==> src/rtl/seq_stim_ctrl_if.sv <==
// Bundle between the stimulus sequencer, the board controls and the pattern FSM.
// The master modport is the sequencer side; the slave modport is the board/FSM side.
interface seq_stim_ctrl_if #(
  parameter int PAT_LEN = 16,
  parameter int CNT_W   = $clog2(PAT_LEN + 1)
);
  localparam int IDX_W = $clog2(PAT_LEN);

  logic               start;
  logic               abort;
  logic [PAT_LEN-1:0] pattern;
  logic [4:0]         div_sel;
  logic               fsm_out;
  logic               w;
  logic               step_en;
  logic               fsm_rst;
  logic               busy;
  logic               done;
  logic [CNT_W-1:0]   det_count;
  logic [IDX_W-1:0]   step_idx;

  modport master (
    input  start, abort, pattern, div_sel, fsm_out,
    output w, step_en, fsm_rst, busy, done, det_count, step_idx
  );

  modport slave (
    output start, abort, pattern, div_sel, fsm_out,
    input  w, step_en, fsm_rst, busy, done, det_count, step_idx
  );
endinterface

==> src/rtl/seq_stim_ctrl.sv <==
// Steps a latched bit pattern into a single-input FSM, one bit per programmable tick,
// and counts detections. Define SEQ_STIM_LOOP_EN to replay the pattern until abort.
module seq_stim_ctrl #(
  parameter int PAT_LEN = 16,
  parameter int DIV_W   = 26,
  parameter int CNT_W   = $clog2(PAT_LEN + 1)
) (
  input  logic           clk,
  input  logic           reset,
  seq_stim_ctrl_if.master bus
);
  localparam int IDX_W = $clog2(PAT_LEN);

  typedef enum logic [2:0] {
    S_IDLE   = 3'd0,
    S_CLR    = 3'd1,
    S_RUN    = 3'd2,
    S_SAMPLE = 3'd3,
    S_DONE   = 3'd4
  } state_t;

  state_t             state_q, state_d;
  logic [PAT_LEN-1:0] pattern_q, pattern_d;
  logic [4:0]         div_q, div_d, div_clamp_s;
  logic [DIV_W-1:0]   presc_q, presc_d, tick_mask_s;
  logic [IDX_W-1:0]   idx_q, idx_d;
  logic [CNT_W-1:0]   det_q, det_d;
  logic               w_q, w_d;
  logic               step_en_q, step_en_d;
  logic               fsm_rst_q, fsm_rst_d;
  logic               busy_q, busy_d;
  logic               done_q, done_d;
  logic               start_prev_q, start_prev_d;
  logic               pend_q, pend_d;
  logic               start_rise_s, tick_s, last_idx_s;
`ifdef SEQ_STIM_LOOP_EN
  logic               last_q, last_d;
`endif

  function automatic logic [CNT_W-1:0] det_add(input logic [CNT_W-1:0] cnt, input logic hit);
`ifdef SEQ_STIM_LOOP_EN
    if (hit && (cnt != {CNT_W{1'b1}})) begin
      det_add = cnt + {{(CNT_W-1){1'b0}}, 1'b1};
    end else begin
      det_add = cnt;
    end
`else
    det_add = cnt + {{(CNT_W-1){1'b0}}, hit};
`endif
  endfunction

  // Next-state and next-output computation for the whole sequencer.
  always_comb begin
    start_rise_s = bus.start & ~start_prev_q;
    div_clamp_s  = (int'(bus.div_sel) > DIV_W) ? 5'(DIV_W) : bus.div_sel;
    tick_mask_s  = ~({DIV_W{1'b1}} << div_q);
    tick_s       = (presc_q == tick_mask_s);
    last_idx_s   = (idx_q == IDX_W'(PAT_LEN - 1));

    state_d      = state_q;
    pattern_d    = pattern_q;
    div_d        = div_q;
    presc_d      = presc_q;
    idx_d        = idx_q;
    w_d          = w_q;
    step_en_d    = 1'b0;
    fsm_rst_d    = 1'b0;
    pend_d       = 1'b0;
    start_prev_d = bus.start;
`ifdef SEQ_STIM_LOOP_EN
    last_d       = 1'b0;
`endif

    // The FSM advances on the edge closing the step_en cycle, so its output is
    // only meaningful one cycle later; the sample is applied then.
    if (pend_q) begin
      det_d = det_add(det_q, bus.fsm_out);
    end else begin
      det_d = det_q;
    end

    case (state_q)
      S_IDLE, S_DONE: begin
        if (start_rise_s) begin
          state_d   = S_CLR;
          pattern_d = bus.pattern;
          div_d     = div_clamp_s;
          det_d     = {CNT_W{1'b0}};
          idx_d     = {IDX_W{1'b0}};
          presc_d   = {DIV_W{1'b0}};
          fsm_rst_d = 1'b1;
        end else begin
          state_d   = state_q;
        end
      end
      S_CLR: begin
        state_d = S_RUN;
        presc_d = {DIV_W{1'b0}};
      end
      S_RUN: begin
        if (tick_s) begin
          w_d       = pattern_q[idx_q];
          step_en_d = 1'b1;
          presc_d   = {DIV_W{1'b0}};
          state_d   = S_SAMPLE;
        end else begin
          presc_d   = presc_q + {{(DIV_W-1){1'b0}}, 1'b1};
        end
      end
      S_SAMPLE: begin
        pend_d  = 1'b1;
        presc_d = {DIV_W{1'b0}};
        if (last_idx_s) begin
`ifdef SEQ_STIM_LOOP_EN
          last_d  = 1'b1;
          idx_d   = {IDX_W{1'b0}};
          state_d = S_RUN;
`else
          state_d = S_DONE;
`endif
        end else begin
          idx_d   = idx_q + {{(IDX_W-1){1'b0}}, 1'b1};
          state_d = S_RUN;
        end
      end
      default: begin
        state_d = S_IDLE;
      end
    endcase

`ifdef SEQ_STIM_LOOP_EN
    busy_d = (state_d == S_CLR) || (state_d == S_RUN) || (state_d == S_SAMPLE);
    done_d = pend_q & last_q;
`else
    // busy covers the trailing sample so done only rises once det_count is final.
    busy_d = (state_d == S_CLR) || (state_d == S_RUN) || (state_d == S_SAMPLE) || pend_d;
    done_d = (state_d == S_DONE) && !pend_d;
`endif

    if (bus.abort) begin
      state_d   = S_IDLE;
      w_d       = 1'b0;
      step_en_d = 1'b0;
      fsm_rst_d = 1'b0;
      pend_d    = 1'b0;
      presc_d   = {DIV_W{1'b0}};
      det_d     = det_q;
      idx_d     = idx_q;
      busy_d    = 1'b0;
      done_d    = 1'b0;
`ifdef SEQ_STIM_LOOP_EN
      last_d    = 1'b0;
`endif
    end else begin
      state_d   = state_d;
    end
  end

  // State and registered-output flops; start history resets high so a held start cannot fire.
  always_ff @(posedge clk or negedge reset) begin
    if (!reset) begin
      state_q      <= S_IDLE;
      pattern_q    <= {PAT_LEN{1'b0}};
      div_q        <= 5'd0;
      presc_q      <= {DIV_W{1'b0}};
      idx_q        <= {IDX_W{1'b0}};
      det_q        <= {CNT_W{1'b0}};
      w_q          <= 1'b0;
      step_en_q    <= 1'b0;
      fsm_rst_q    <= 1'b0;
      busy_q       <= 1'b0;
      done_q       <= 1'b0;
      start_prev_q <= 1'b1;
      pend_q       <= 1'b0;
`ifdef SEQ_STIM_LOOP_EN
      last_q       <= 1'b0;
`endif
    end else begin
      state_q      <= state_d;
      pattern_q    <= pattern_d;
      div_q        <= div_d;
      presc_q      <= presc_d;
      idx_q        <= idx_d;
      det_q        <= det_d;
      w_q          <= w_d;
      step_en_q    <= step_en_d;
      fsm_rst_q    <= fsm_rst_d;
      busy_q       <= busy_d;
      done_q       <= done_d;
      start_prev_q <= start_prev_d;
      pend_q       <= pend_d;
`ifdef SEQ_STIM_LOOP_EN
      last_q       <= last_d;
`endif
    end
  end

  assign bus.w         = w_q;
  assign bus.step_en   = step_en_q;
  assign bus.fsm_rst   = fsm_rst_q;
  assign bus.busy      = busy_q;
  assign bus.done      = done_q;
  assign bus.det_count = det_q;
  assign bus.step_idx  = idx_q;

endmodule

==> src/flat_wrapper.sv <==
// flat-port wrapper written by rule: the top's interface ports become plain ports
module seq_stim_ctrl_flat 
#(
  parameter int PAT_LEN = 16,
  parameter int DIV_W   = 26,
  parameter int CNT_W   = $clog2(PAT_LEN + 1)
)
  (clk, reset, bus_start, bus_abort, bus_pattern, bus_div_sel, bus_fsm_out, bus_w, bus_step_en, bus_fsm_rst, bus_busy, bus_done, bus_det_count, bus_step_idx);
  seq_stim_ctrl_if #(.PAT_LEN(PAT_LEN), .CNT_W(CNT_W)) bus_i ();
  input  logic clk;
  input  logic reset;
  input wire logic [$bits(bus_i.start)-1:0] bus_start;
  input wire logic [$bits(bus_i.abort)-1:0] bus_abort;
  input wire logic [$bits(bus_i.pattern)-1:0] bus_pattern;
  input wire logic [$bits(bus_i.div_sel)-1:0] bus_div_sel;
  input wire logic [$bits(bus_i.fsm_out)-1:0] bus_fsm_out;
  output wire logic [$bits(bus_i.w)-1:0] bus_w;
  output wire logic [$bits(bus_i.step_en)-1:0] bus_step_en;
  output wire logic [$bits(bus_i.fsm_rst)-1:0] bus_fsm_rst;
  output wire logic [$bits(bus_i.busy)-1:0] bus_busy;
  output wire logic [$bits(bus_i.done)-1:0] bus_done;
  output wire logic [$bits(bus_i.det_count)-1:0] bus_det_count;
  output wire logic [$bits(bus_i.step_idx)-1:0] bus_step_idx;
  assign bus_i.start = bus_start;
  assign bus_i.abort = bus_abort;
  assign bus_i.pattern = bus_pattern;
  assign bus_i.div_sel = bus_div_sel;
  assign bus_i.fsm_out = bus_fsm_out;
  assign bus_w = bus_i.w;
  assign bus_step_en = bus_i.step_en;
  assign bus_fsm_rst = bus_i.fsm_rst;
  assign bus_busy = bus_i.busy;
  assign bus_done = bus_i.done;
  assign bus_det_count = bus_i.det_count;
  assign bus_step_idx = bus_i.step_idx;
  seq_stim_ctrl #(.PAT_LEN(PAT_LEN), .DIV_W(DIV_W), .CNT_W(CNT_W)) u_core (.clk(clk), .reset(reset), .bus(bus_i));
endmodule
==> config.mk <==
export PLATFORM = sky130hd
export DESIGN_NAME = seq_stim_ctrl_flat
export DESIGN_NICKNAME = d
export VERILOG_FILES = /design/src/rtl/seq_stim_ctrl_if.sv /design/src/rtl/seq_stim_ctrl.sv /design/src/flat_wrapper.sv
export SDC_FILE = /design/constraint.sdc
export NUM_CORES = 1
export LEC_CHECK = 0
export CAP_MARGIN = 20
export CELL_PAD_IN_SITES_DETAIL_PLACEMENT = 2
export CELL_PAD_IN_SITES_GLOBAL_PLACEMENT = 2
export CORE_UTILIZATION = 37
export DETAILED_ROUTE_END_ITERATION = 6
export HOLD_SLACK_MARGIN = 0.05
export PLACE_DENSITY = 0.91
export SLEW_MARGIN = 20
export SYNTH_ARGS = -nofsm -noshare
export SYNTH_HDL_FRONTEND = slang
export SYNTH_SLANG_ARGS = --single-unit
==> constraint.sdc <==
create_clock -name clk -period 5.25 [get_ports clk]
set_clock_uncertainty 0.05 [all_clocks]
set_input_delay 1.05 -clock clk [delete_from_list [all_inputs] [get_ports clk]]
set_output_delay 1.05 -clock clk [all_outputs]
set_load 0.05 [all_outputs]
**Word level (Yosys, flattened, before mapping)**

Index checks and enable logic that the tools add are counted.

- Input port bits: 26
- Output and inout bits: 14
- Flip-flop bits (word level): 66

- Equality and inequality tests: 13
- Order comparisons: 2
- Reductions and logical operators: 16
- Mux-type cells: 31
- Bitwise logic cells: 4
- $add $sub $neg: 3
- Shift operators: 1

Operators by type and width:

| operator | count |
|---|---|
| $mux W26 | 3 |
| $pmux W26 S3 | 1 |
| $add A26 B1 Y26 const B | 1 |
| $eq A26 B26 Y1 | 1 |
| $not A26 Y26 | 1 |
| $shl A26 B5 Y26 const A | 1 |
| $mux W5 | 4 |
| $mux W1 | 14 |
| $eq A3 B2 Y1 const B | 4 |
| $mux W3 | 4 |
| $pmux W3 S4 | 1 |
| $mux W4 | 2 |
| $pmux W4 S2 | 1 |
| $eq A3 B1 Y1 const B | 2 |
| $eq A3 B3 Y1 const B | 2 |
| $reduce_and A2 Y1 | 3 |
| $reduce_bool A2 Y1 | 3 |
| $add A5 B1 Y5 | 1 |
| $gt A5 B5 Y1 const B | 1 |
| $lt A4 B5 Y1 const B | 1 |
| $add A4 B1 Y4 const B | 1 |
| $bmux W1 S4 | 1 |
| $eq A4 B4 Y1 const B | 1 |
| $reduce_and A4 Y1 | 1 |
| other kinds (11) | 15 |

**Logic depth before layout (Yosys ltp)**

Gate-level depths: netlist of run 1.

- Depth after elaboration: 10
- Depth in mapped cells: 12
- Gate-level depth less buffers: 9

**Worst setup path after synthesis of run 1**

No wires, ideal clock.

- Path type: input -> register
- From: in bus_start
- To: reg u_core.presc_q[16]
- Path slack: 2.846 ns
- Stages: 8
- Buffers on the path: 2
- Data required time: 5.123 ns
- Setup time: 0.077 ns
- Arrival: 2.277 ns
- Cell sequence: nand2b_1 -> or3_1 -> clkbuf_1 -> o21ai_0 -> nor2_1 -> clkbuf_1 -> a21oi_1 -> a21oi_1

- Word-level cells in the longest chain between the ends: 3

RTL lines:

| element | RTL line | RTL |
|---|---|---|
| start: declaration | flat_wrapper.sv:12 | `input wire logic [$bits(bus_i.start)-1:0] bus_start;` |
| $and A1 B1 Y1 | seq_stim_ctrl.sv:54 | `start_rise_s = bus.start & ~start_prev_q;` |
| $ne A3 B2 Y1 (no source line) | n/a |  |
| $reduce_and A2 Y1 (no source line) | n/a |  |
| end signal: assignment | seq_stim_ctrl.sv:165 | `presc_q <= {DIV_W{1'b0}};` |
| end signal: assignment | seq_stim_ctrl.sv:182 | `presc_q <= presc_d;` |
| end: declaration | seq_stim_ctrl.sv:25 | `logic [DIV_W-1:0] presc_q, presc_d, tick_mask_s;` |

No other way between the ends.
A chain may end at the register's enable or synchronous reset.

**Worst setup path in the final report of run 1**

- From: reg u_core.div_q[4]
- To: reg u_core.presc_q[7]

- Word-level cells in the longest chain between the ends: 6

RTL lines:

| element | RTL line | RTL |
|---|---|---|
| start: declaration | seq_stim_ctrl.sv:24 | `logic [4:0] div_q, div_d, div_clamp_s;` |
| start signal: assignment | seq_stim_ctrl.sv:181 | `div_q <= div_d;` |
| $shl A26 B5 Y26 | seq_stim_ctrl.sv:56 | `tick_mask_s = ~({DIV_W{1'b1}} << div_q);` |
| $not A26 Y26 | seq_stim_ctrl.sv:56 |  |
| $eq A26 B26 Y1 | seq_stim_ctrl.sv:57 | `tick_s = (presc_q == tick_mask_s);` |
| $mux W26 | seq_stim_ctrl.sv:101 | `if (tick_s) begin` |
| $pmux W26 S3 | seq_stim_ctrl.sv:82 | `case (state_q)` |
| $mux W26 | seq_stim_ctrl.sv:140 | `if (bus.abort) begin` |

No other way between the ends.

==> results of run 1 <==
## through the flow
step / hold slack (ns) / utilization (%) / cell area (sq um) / setup slack, ns / power (mW)
floorplan: 0.390 / - / 3950 / 2.85 / 0.748
global placement: 0.404 / 42.1 / 4340 / 1.86 / 0.802
detailed placement: 0.417 / 42.1 / 4340 / 1.75 / 0.826
CTS: 0.449 / 44.2 / 4560 / 1.72 / 1.33
global route: 0.461 / 44.2 / 4560 / 1.39 / 1.37
finish: 0.442 / 44.2 / 4560 / 1.68 / 1.31
## cell usage in the layout, fill, tap and decap left out, types with 6 or more instances in the layout
cell type and n:
nor2_1 27, o21ai_0 27, nor4_1 11, nand3_1 35, dfrtp_1 65, xor2_1 11
a21oi_1 20, nor3_1 10, nand4_1 8, a31oi_1 6, mux2i_1 7, clkdlybuf4s50_1 38
and3_1 14, inv_1 11, clkbuf_8 9, nand2_1 92
## per-layer routing
metal	share of wire, %	track usage (%)	vias to the layer above
met3	3.3	5.38	14
li1	-	-	1675
met4	1.4	7.65	0
met2	51	42.6	65
met1	44	30.3	1882
met5	0	0	-
## sequential cells by signal, indices dropped and copies added (netlist names), 3 cells and up
signal and flops:
u_core.pattern_q 16, u_core.state_q 3, u_core.presc_q 26, u_core.div_q 5, u_core.bus.step_idx 4, u_core.bus.det_count 5
## power breakdown
part / switching (mW) / leakage (nW) / total [mW] / internal [mW]
registers: 0.0694 / 0.883 / 0.607 / 0.537
clock network: 0.224 / 0.113 / 0.492 / 0.267
logic: 0.119 / 0.922 / 0.214 / 0.0945
total: 0.413 / 1.92 / 1.31 / 0.899
## worst min-delay path, cell delays in order, from the launching register on
cell and delay [ns]:
dfrtp_1 0.35, nand2_1 0.05, nand2_1 0.06
## worst paths after layout
kind / cells after the start / slack, ns / endpoint / start
max reg2reg: 8 / 1.68 / u_core.presc_q[7] / u_core.div_q[4]
min reg2reg: 2 / 0.44 / u_core.pattern_q[0] / u_core.pattern_q[0]
max in group asynchronous: 2 / 3.69 / u_core.presc_q[9] / reset
max: 8 / 1.68 / u_core.presc_q[7] / u_core.div_q[4]
min in group asynchronous: 2 / 0.83 / u_core.presc_q[22] / reset
min: 2 / 0.44 / u_core.pattern_q[0] / u_core.pattern_q[0]
## cells by family after synthesis
group                    after synthesis  share of synthesized area (%)
flip-flops                            66                           41.8
multiplexers                          13                           4.91
buffers and inverters                 51                           5.83
AO/OA/AOI/OAI                         94                           15.7
AND/OR/NAND/NOR                      223                           26.9
adder cells (fa/ha/maj)                4                           1.27
XOR/XNOR                              16                           3.55
## final cells by class
class,count,area [sq um]
sequential,66,1650
fill,1149,5760
tap,136,170
timing repair buffer,42,408
clock inverter,7,92.6
inverter,11,41.3
multi-input combinational,350,2070
clock buffer,9,124
==> qor.csv, run 1 <==
stage,metric,value,unit
worst_setup_path,cp_num_buf_inv,1,
timing,fin_crit,3.57,ns
logic_synthesis,synth_area_leaders,"dfrtp_1 41%, nand2_1 8.7%, nand3_1 4.4%",
timing,finalHoldViolCount,0,
logic_synthesis,post-synth-top-area-cell,dfrtp_1,
global_routing,antenna_found_initial,0,
routing,vias_per_cell,5.86,
clocking,cts_resized,0,
timing,finalMaxSlewViolations,0,
place,gp_congestion,0.734,
floorplan,initial_core_util,38.3,%
clocking,htreeDepth,3,
routing,wirelength,12800,um
timing,setup_viol,0,
global_routing,gr-total-overflow,0,
worst_setup_path,crit_required,5.40,ns
worst_setup_path,cp_top_family,simple AND/OR/NAND/NOR gates,
global_routing,grt_max_degree,67,
worst_setup_path,endpoint_kind,register,
clocking,clockBufferDepth,2,
clocking,insertion_delay,0.36,ns
final_layout,final_cells,621,
clocking,cts_buffers,9,
routing,wire_per_inst,20.6,um
final_layout,area_delta_synth_final,15.5,%
routing,dr.pass1.iters,4,
logic_synthesis,synth_edf_count,0,
logic_synthesis,synth_seq_cells,66,
worst_setup_path,path_cells,"inv_1, nor4_1, o211ai_1, a32o_1, nor4_4, nand2_1, nand2_1, o311ai_0",
worst_setup_path,worst-setup-path-type,register to register,
logic_synthesis,async_reset_ff_share,100,%
worst_setup_path,critPathMaxFanout,34,
power,power_leakage,1.92,nW
timing,fmax,0.280,GHz
floorplan,die-area,0.0111,sq mm
place,hpwl,8740,um
power,ir_worst_vdd,0.132,mV
final_layout,drive_gt1_share,7.22,%
logic_synthesis,ys_types,59,
logic_synthesis,yosys_most_used_dff,dfrtp_1,
logic_synthesis,synth_top_area_share,41.2,%
logic_synthesis,syn_inst,467,
timing,slew_headroom,26.7,%
logic_synthesis,synth_area,0.00395,sq mm
power,power_density,288,mW/mm^2
floorplan,io_pins,40,
routing,ant_nets,0,
logic_synthesis,synth_nets,497,
floorplan,die_h,105,um
logic_synthesis,synth.most_common_cell,nand2_1,
routing,drc,0,
clocking,cts_root_buf,clkbuf_8,
logic_synthesis,avgSynthCellArea,8.46,sq um
global_routing,grt_pass1_vias,3963,
worst_setup_path,slowest_stage,dfrtp_1,
final_layout,diodes,0,
clocking,cts_tree,done,
timing,period_share,68.0,%
flow_run,drv_cap,0,
clocking,tritoncts_num_sinks,66,
worst_setup_path,startpoint_type,register,
logic_synthesis,yosys_warnings,0,
timing,rsz0062_at_grt,false,
worst_setup_path,slowest_delay,1.08,ns
run_status,status,"complete, no violations",
clocking,postCtsHoldBufs,0,
place,portBuffers,39,
routing,vias,3636,
worst_setup_path,critPathArrivalTime,3.72,ns
timing,fin_setup_tns,0,ns
worst_setup_path,crit_top_cell,nand2_1,
worst_hold_path,hold_path.class,register to register,
global_routing,grt_usage,24.5,%
global_routing,grt_pass1_wl,21100,um
floorplan,die_w,105,um
logic_synthesis,ys_seq_area_share,41.8,%
timing,worst_pin_slew,1.10,ns
clocking,clk_pin_slew,0.08,ns
place,dp.cells,605,
logic_synthesis,synthTopCellsByCount,"92 x nand2_1, 65 x dfrtp_1, 35 x nand3_1, 27 x nor2_1, 27 x o21ai_0",
clocking,cts_setup_buffers,0,
routing,dr.first_iter.drc_count,121,
floorplan,core_area,0.0103,sq mm
final_layout,nNetsFinal,510,
floorplan,row_count,37,
No activity file was read; power rests on OpenSTA's default activity.
==> inputs of run 2 (changes only) <==
- CORE_UTILIZATION: 37 -> 31
- PLACE_DENSITY: 0.91 -> 0.82
- clock period: 5.25 -> 3.27 ns (I/O delays scaled with it)
==> qor.csv, run 2 (synthesized netlist as in run 1, its figures left out) <==
stage,metric,value,unit
final_layout,fillers,1376,
clocking,cts_setup_buffers,0,
clocking,insertion_delay,0.35,ns
power,ir_worst_vdd,0.305,mV
power,p_comb_share,16.4,%
worst_setup_path,startpoint_type,register,
timing,worst_pin_slew,0.608,ns
final_layout,final_cell_mix,"92 x nand2_1, 65 x dfrtp_1, 38 x clkdlybuf4s50_1",
routing,drc,0,
flow_run,drv_cap,0,
run_status,status,"complete, no violations",
clocking,cts_tree,done,
timing,fin_crit,3.04,ns
routing,dr.pass1.iters,4,
worst_setup_path,worst-setup-path-type,register to register,
power,power_leakage,2.05,nW
worst_setup_path,slowest_stage,dfrtp_1,
power,p_sw,0.688,mW
final_layout,reg_top3,"u_core.presc_q (26), u_core.pattern_q (16)",
worst_setup_path,critPathMaxFanout,16,
worst_setup_path,worstSetupStartpoint,u_core.div_q[3],
timing,period_share,92.9,%
timing,fmax,0.329,GHz
worst_setup_path,endpoint_kind,register,
clocking,cts_buffers,9,
worst_setup_path,rr_endpoint,u_core.presc_q[11],
final_layout,area_delta_synth_final,22.7,%
routing,wirelength,12700,um
clocking,clk_pin_slew,0.06,ns
routing,wire_per_inst,19.0,um
final_layout,top_register,u_core.presc_q,
timing,slew_headroom,59.4,%
clocking,tritoncts_num_sinks,66,
floorplan,initial_core_util,32.3,%
routing,dr.first_iter.drc_count,175,
global_routing,grt_max_degree,67,
global_routing,antenna_found_initial,0,
routing,vias_per_cell,5.48,
final_layout,final_common_cell,nand2_1,
global_routing,grt_pass1_wl,21200,um
final_layout,drive_gt1_share,9.80,%
power,netSwitchingFraction,27.9,%
final_layout,largest_reg_flops,26,
worst_setup_path,slowest_delay,0.65,ns
floorplan,core_area,0.0122,sq mm
place,placed_area,0.00451,sq mm
power,power_density,508,mW/mm^2
floorplan,die_w,115,um
power,power.share.clock,45.6,%
worst_hold_path,hold_path.class,input pin to asynchronous set/reset pin,
timing,setup_viol,0,
place,hpwl,8740,um
timing,fin_setup_tns,0,ns
floorplan,die-area,0.0132,sq mm
final_layout,stdcell_area,0.00485,sq mm
place,gp_congestion,0.822,
final_layout,diodes,0,
power,power_frac_seq,38.0,%
worst_setup_path,critPathArrivalTime,3.18,ns
worst_setup_path,r2r-start,u_core.div_q[3],
routing,ant_nets,0,
global_routing,grt_pass1_vias,4075,
timing,finalHoldViolCount,0,
worst_setup_path,reg2reg_slack,0.23,ns
floorplan,io_pins,40,
power,internal_power,1.78,mW
final_layout,nNetsFinal,525,
timing,rsz0062_at_grt,false,
global_routing,gr-total-overflow,0,
floorplan,row_count,40,
place,portBuffers,39,
clocking,cts_resized,0,
global_routing,grt_usage,21.1,%
clocking,clockBufferDepth,2,
routing,vias,3660,
worst_setup_path,reg2reg_depth,8,
clocking,cts_root_buf,clkbuf_16,
timing,finalMaxSlewViolations,0,
clocking,postCtsHoldBufs,0,
worst_setup_path,crit_required,3.42,ns
worst_setup_path,path_cells,"o21ai_1, a2111oi_2, o21ai_1, a22o_1, nor4_4, nand2_1, nand2_1, o311ai_0",
floorplan,die_h,115,um
worst_setup_path,crit_end,u_core.presc_q[11],
clocking,htreeDepth,3,
-- run 2: worst min path at each step --
stage | end | slack (ns)
finish | u_core.presc_q[2] | 0.27
global route | u_core.presc_q[2] | 0.28
CTS | u_core.presc_q[2] | 0.29
detailed placement | u_core.pattern_q[7] | 0.41
global placement | u_core.pattern_q[8] | 0.41
floorplan | u_core.bus.busy | 0.31
-- run 2: layout make-up --
class                      count  area, sq um  area share [%]
sequential                    66         1650            34.1
inverter                      11         41.3           0.852
tap                          168          210            4.34
clock buffer                  13          270            5.57
multi-input combinational    350         2070            42.7
clock inverter                 3         68.8            1.42
timing repair buffer          57          533            11.0
-- run 2: critical path, delay by kind of cell (launching register included) --
kind / cells / cell delay (ns)
AOI/OAI and AO/OA: 5 / 1.21
and+or+nand+nor: 3 / 0.97
DFF: 1 / 0.65
-- run 2: power by group through the flow --
stage | combinational (mW) | sequential, mW | clock [mW]
finish | 0.404 | 0.937 | 1.12
global route | 0.449 | 0.945 | 1.17
CTS | 0.411 | 0.937 | 1.15
detailed placement | 0.403 | 0.952 | 0
global placement | 0.383 | 0.945 | 0
floorplan | 0.291 | 0.911 | 0
-- run 2: routing by layer --
| layer | share of wire (%) | global-route usage [%] | vias to the layer above |
|---|---|---|---|
| met4 | 2.4 | 9.26 | 0 |
| met5 | 0 | 0 | - |
| li1 | - | - | 1711 |
| met2 | 52 | 38.3 | 56 |
| met1 | 43 | 24.2 | 1865 |
| met3 | 2.5 | 3.58 | 28 |
-- run 2: per-stage QoR --
stage	hold slack (ns)	power, mW	setup WS, ns	utilization (%)	cells
floorplan	0.308	1.20	0.893	-	467
detailed placement	0.413	1.35	0.242	36.9	652
global placement	0.406	1.33	0.384	36.9	652
CTS	0.291	2.50	0.197	39.7	668
global route	0.284	2.57	0.00113	39.7	668
finish	0.265	2.46	0.231	39.7	668
==> inputs of run 3 (changes only) <==
- GPL_TIMING_DRIVEN: default -> 0
==> qor.csv, run 3 (synthesized netlist as in run 1, its figures left out) <==
stage,metric,value,unit
flow_run,drv_cap,0,
worst_setup_path,cp.depth,10,
global_routing,grt_max_degree,35,
clocking,cts_resized,0,
routing,ant_nets,0,
place,portBuffers,39,
worst_setup_path,endpoint_kind,register,
final_layout,drive_gt1_share,9.56,%
routing,vias_per_cell,5.47,
clocking,clk_pin_slew,0.06,ns
worst_setup_path,crit_end,u_core.presc_q[12],
routing,wirelength,13100,um
worst_setup_path,cp_num_buf_inv,3,
floorplan,row_count,40,
floorplan,die_h,115,um
floorplan,initial_core_util,32.3,%
timing,worst_pin_slew,0.678,ns
final_layout,largest_reg_flops,26,
worst_setup_path,slowest_delay,0.47,ns
final_layout,diodes,0,
final_layout,multi_input_area,0.00207,sq mm
worst_setup_path,critPathMaxFanout,10,
clocking,cts_buffers,9,
clocking,postCtsHoldBufs,0,
run_status,status,"complete, no violations",
floorplan,die_w,115,um
clocking,tritoncts_num_sinks,66,
routing,drc,0,
timing,period_share,90.9,%
timing,fmax,0.336,GHz
power,power_leakage,2.07,nW
worst_setup_path,startpoint_type,register,
global_routing,gr-total-overflow,0,
worst_setup_path,slowest_stage,nor4_4,
clocking,cts_root_buf,clkbuf_16,
worst_hold_path,hold_path.class,input pin to asynchronous set/reset pin,
worst_setup_path,reg2reg_slack,0.30,ns
routing,vias,3782,
floorplan,io_pins,40,
final_layout,seq_area,0.00165,sq mm
final_layout,top_register,u_core.presc_q,
floorplan,die-area,0.0132,sq mm
timing,slew_headroom,54.8,%
routing,dr.pass1.iters,4,
final_layout,final_cell_mix,"92 x nand2_1, 65 x dfrtp_1, 38 x clkdlybuf4s50_1",
timing,finalMaxSlewViolations,0,
final_layout,area_delta_synth_final,23.9,%
clocking,htreeDepth,3,
worst_setup_path,critPathArrivalTime,3.12,ns
routing,wire_per_inst,19.0,um
worst_setup_path,rr_endpoint,u_core.presc_q[12],
timing,fin_setup_tns,0,ns
clocking,cts_tree,done,
worst_setup_path,path_cells,"buf_4, buf_2, nor4_1, o211ai_1, a32o_1, nor4_4, nand2_1, nand2_1, buf_2, o311ai_1",
final_layout,nNetsFinal,548,
place,gp_congestion,0.838,
power,power_density,495,mW/mm^2
global_routing,antenna_found_initial,0,
worst_setup_path,worstSetupStartpoint,u_core.div_q[3],
final_layout,fillers,1417,
timing,finalHoldViolCount,0,
floorplan,core_area,0.0122,sq mm
global_routing,grt_pass1_wl,21800,um
timing,fin_crit,2.97,ns
final_layout,reg_top3,"u_core.presc_q (26), u_core.pattern_q (16)",
timing,setup_viol,0,
worst_setup_path,cp_top_family,simple AND/OR/NAND/NOR gates,
final_layout,utilization,40.1,%
final_layout,final_common_cell,nand2_1,
place,hpwl,9580,um
clocking,cts_setup_buffers,0,
clocking,clockBufferDepth,2,
timing,rsz0062_at_grt,false,
global_routing,grt_usage,21.7,%
worst_setup_path,crit_required,3.42,ns
power,ir_worst_vdd,0.298,mV
worst_setup_path,reg2reg_depth,10,
worst_setup_path,r2r-start,u_core.div_q[3],
global_routing,grt_pass1_vias,4286,
worst_setup_path,worst-setup-path-type,register to register,
routing,dr.first_iter.drc_count,90,
clocking,insertion_delay,0.34,ns
-- run 3: changes by cell type in the layout (fill, tap and decap cells not counted), sizes merged --
| cell | before | now |
|---|---|---|
| inv | 12 | 11 |
| clkbuf | 13 | 34 |
| clkinv | 0 | 3 |
-- run 3: layout make-up --
class                           count  share of cell area [%]
Multi-Input combinational cell    350                    42.3
Clock buffer                       11                    4.96
Tap cell                          168                    4.30
Timing Repair Buffer               40                    8.34
Clock inverter                      5                    1.61
Buffer                             40                    3.91
Sequential cell                    66                    33.8
Inverter                           11                   0.844
-- run 3: how the worst min path moves through the flow --
stage / slack [ns] / start / cells after the start / end
finish: 0.21 / reset / 1 / u_core.presc_q[20]
global route: 0.25 / reset / 1 / u_core.presc_q[20]
CTS: 0.23 / reset / 1 / u_core.presc_q[20]
detailed placement: 0.42 / u_core.pattern_q[9] / 2 / u_core.pattern_q[9]
global placement: 0.40 / u_core.pattern_q[12] / 2 / u_core.pattern_q[12]
floorplan: 0.31 / reset / 0 / u_core.bus.busy
-- run 3: layer usage --
layer	GRT usage (%)	wire, um	vias up
met5	0	0	-
met2	40.4	7000	60
met1	24.5	5530	1947
met4	7.01	210	0
met3	4.64	381	21
li1	-	-	1754
-- run 3: worst register-to-register path, cell delays in order, from the launching register on --
cell      delay (ns)
dfrtp_1         0.39
buf_4           0.18
buf_2           0.19
nor4_1          0.28
o211ai_1        0.16
a32o_1          0.28
nor4_4          0.47
nand2_1         0.24
nand2_1         0.15
buf_2           0.29
o311ai_1        0.15
-- run 3: metrics by stage --
| step | setup slack, ns | std cells | cell area (sq um) | hold slack, ns | power [mW] |
|---|---|---|---|---|---|
| after floorplan | 0.893 | 467 | 3950 | 0.308 | 1.20 |
| after global routing | 0.0471 | 691 | 4890 | 0.245 | 2.53 |
| after global placement | -0.928 | 674 | 4550 | 0.405 | 1.34 |
| final | 0.298 | 691 | 4890 | 0.213 | 2.42 |
| after detailed placement | -0.0504 | 675 | 4570 | 0.425 | 1.37 |
| after CTS | 0.255 | 691 | 4890 | 0.226 | 2.46 |
-- run 3: power breakdown --
group	internal [mW]	switching (mW)	total (mW)	leakage [nW]
Combinational	0.179	0.277	0.456	1.03
Clock	0.687	0.380	1.07	0.159
Sequential	0.866	0.0351	0.901	0.883
Total	1.73	0.692	2.42	2.07
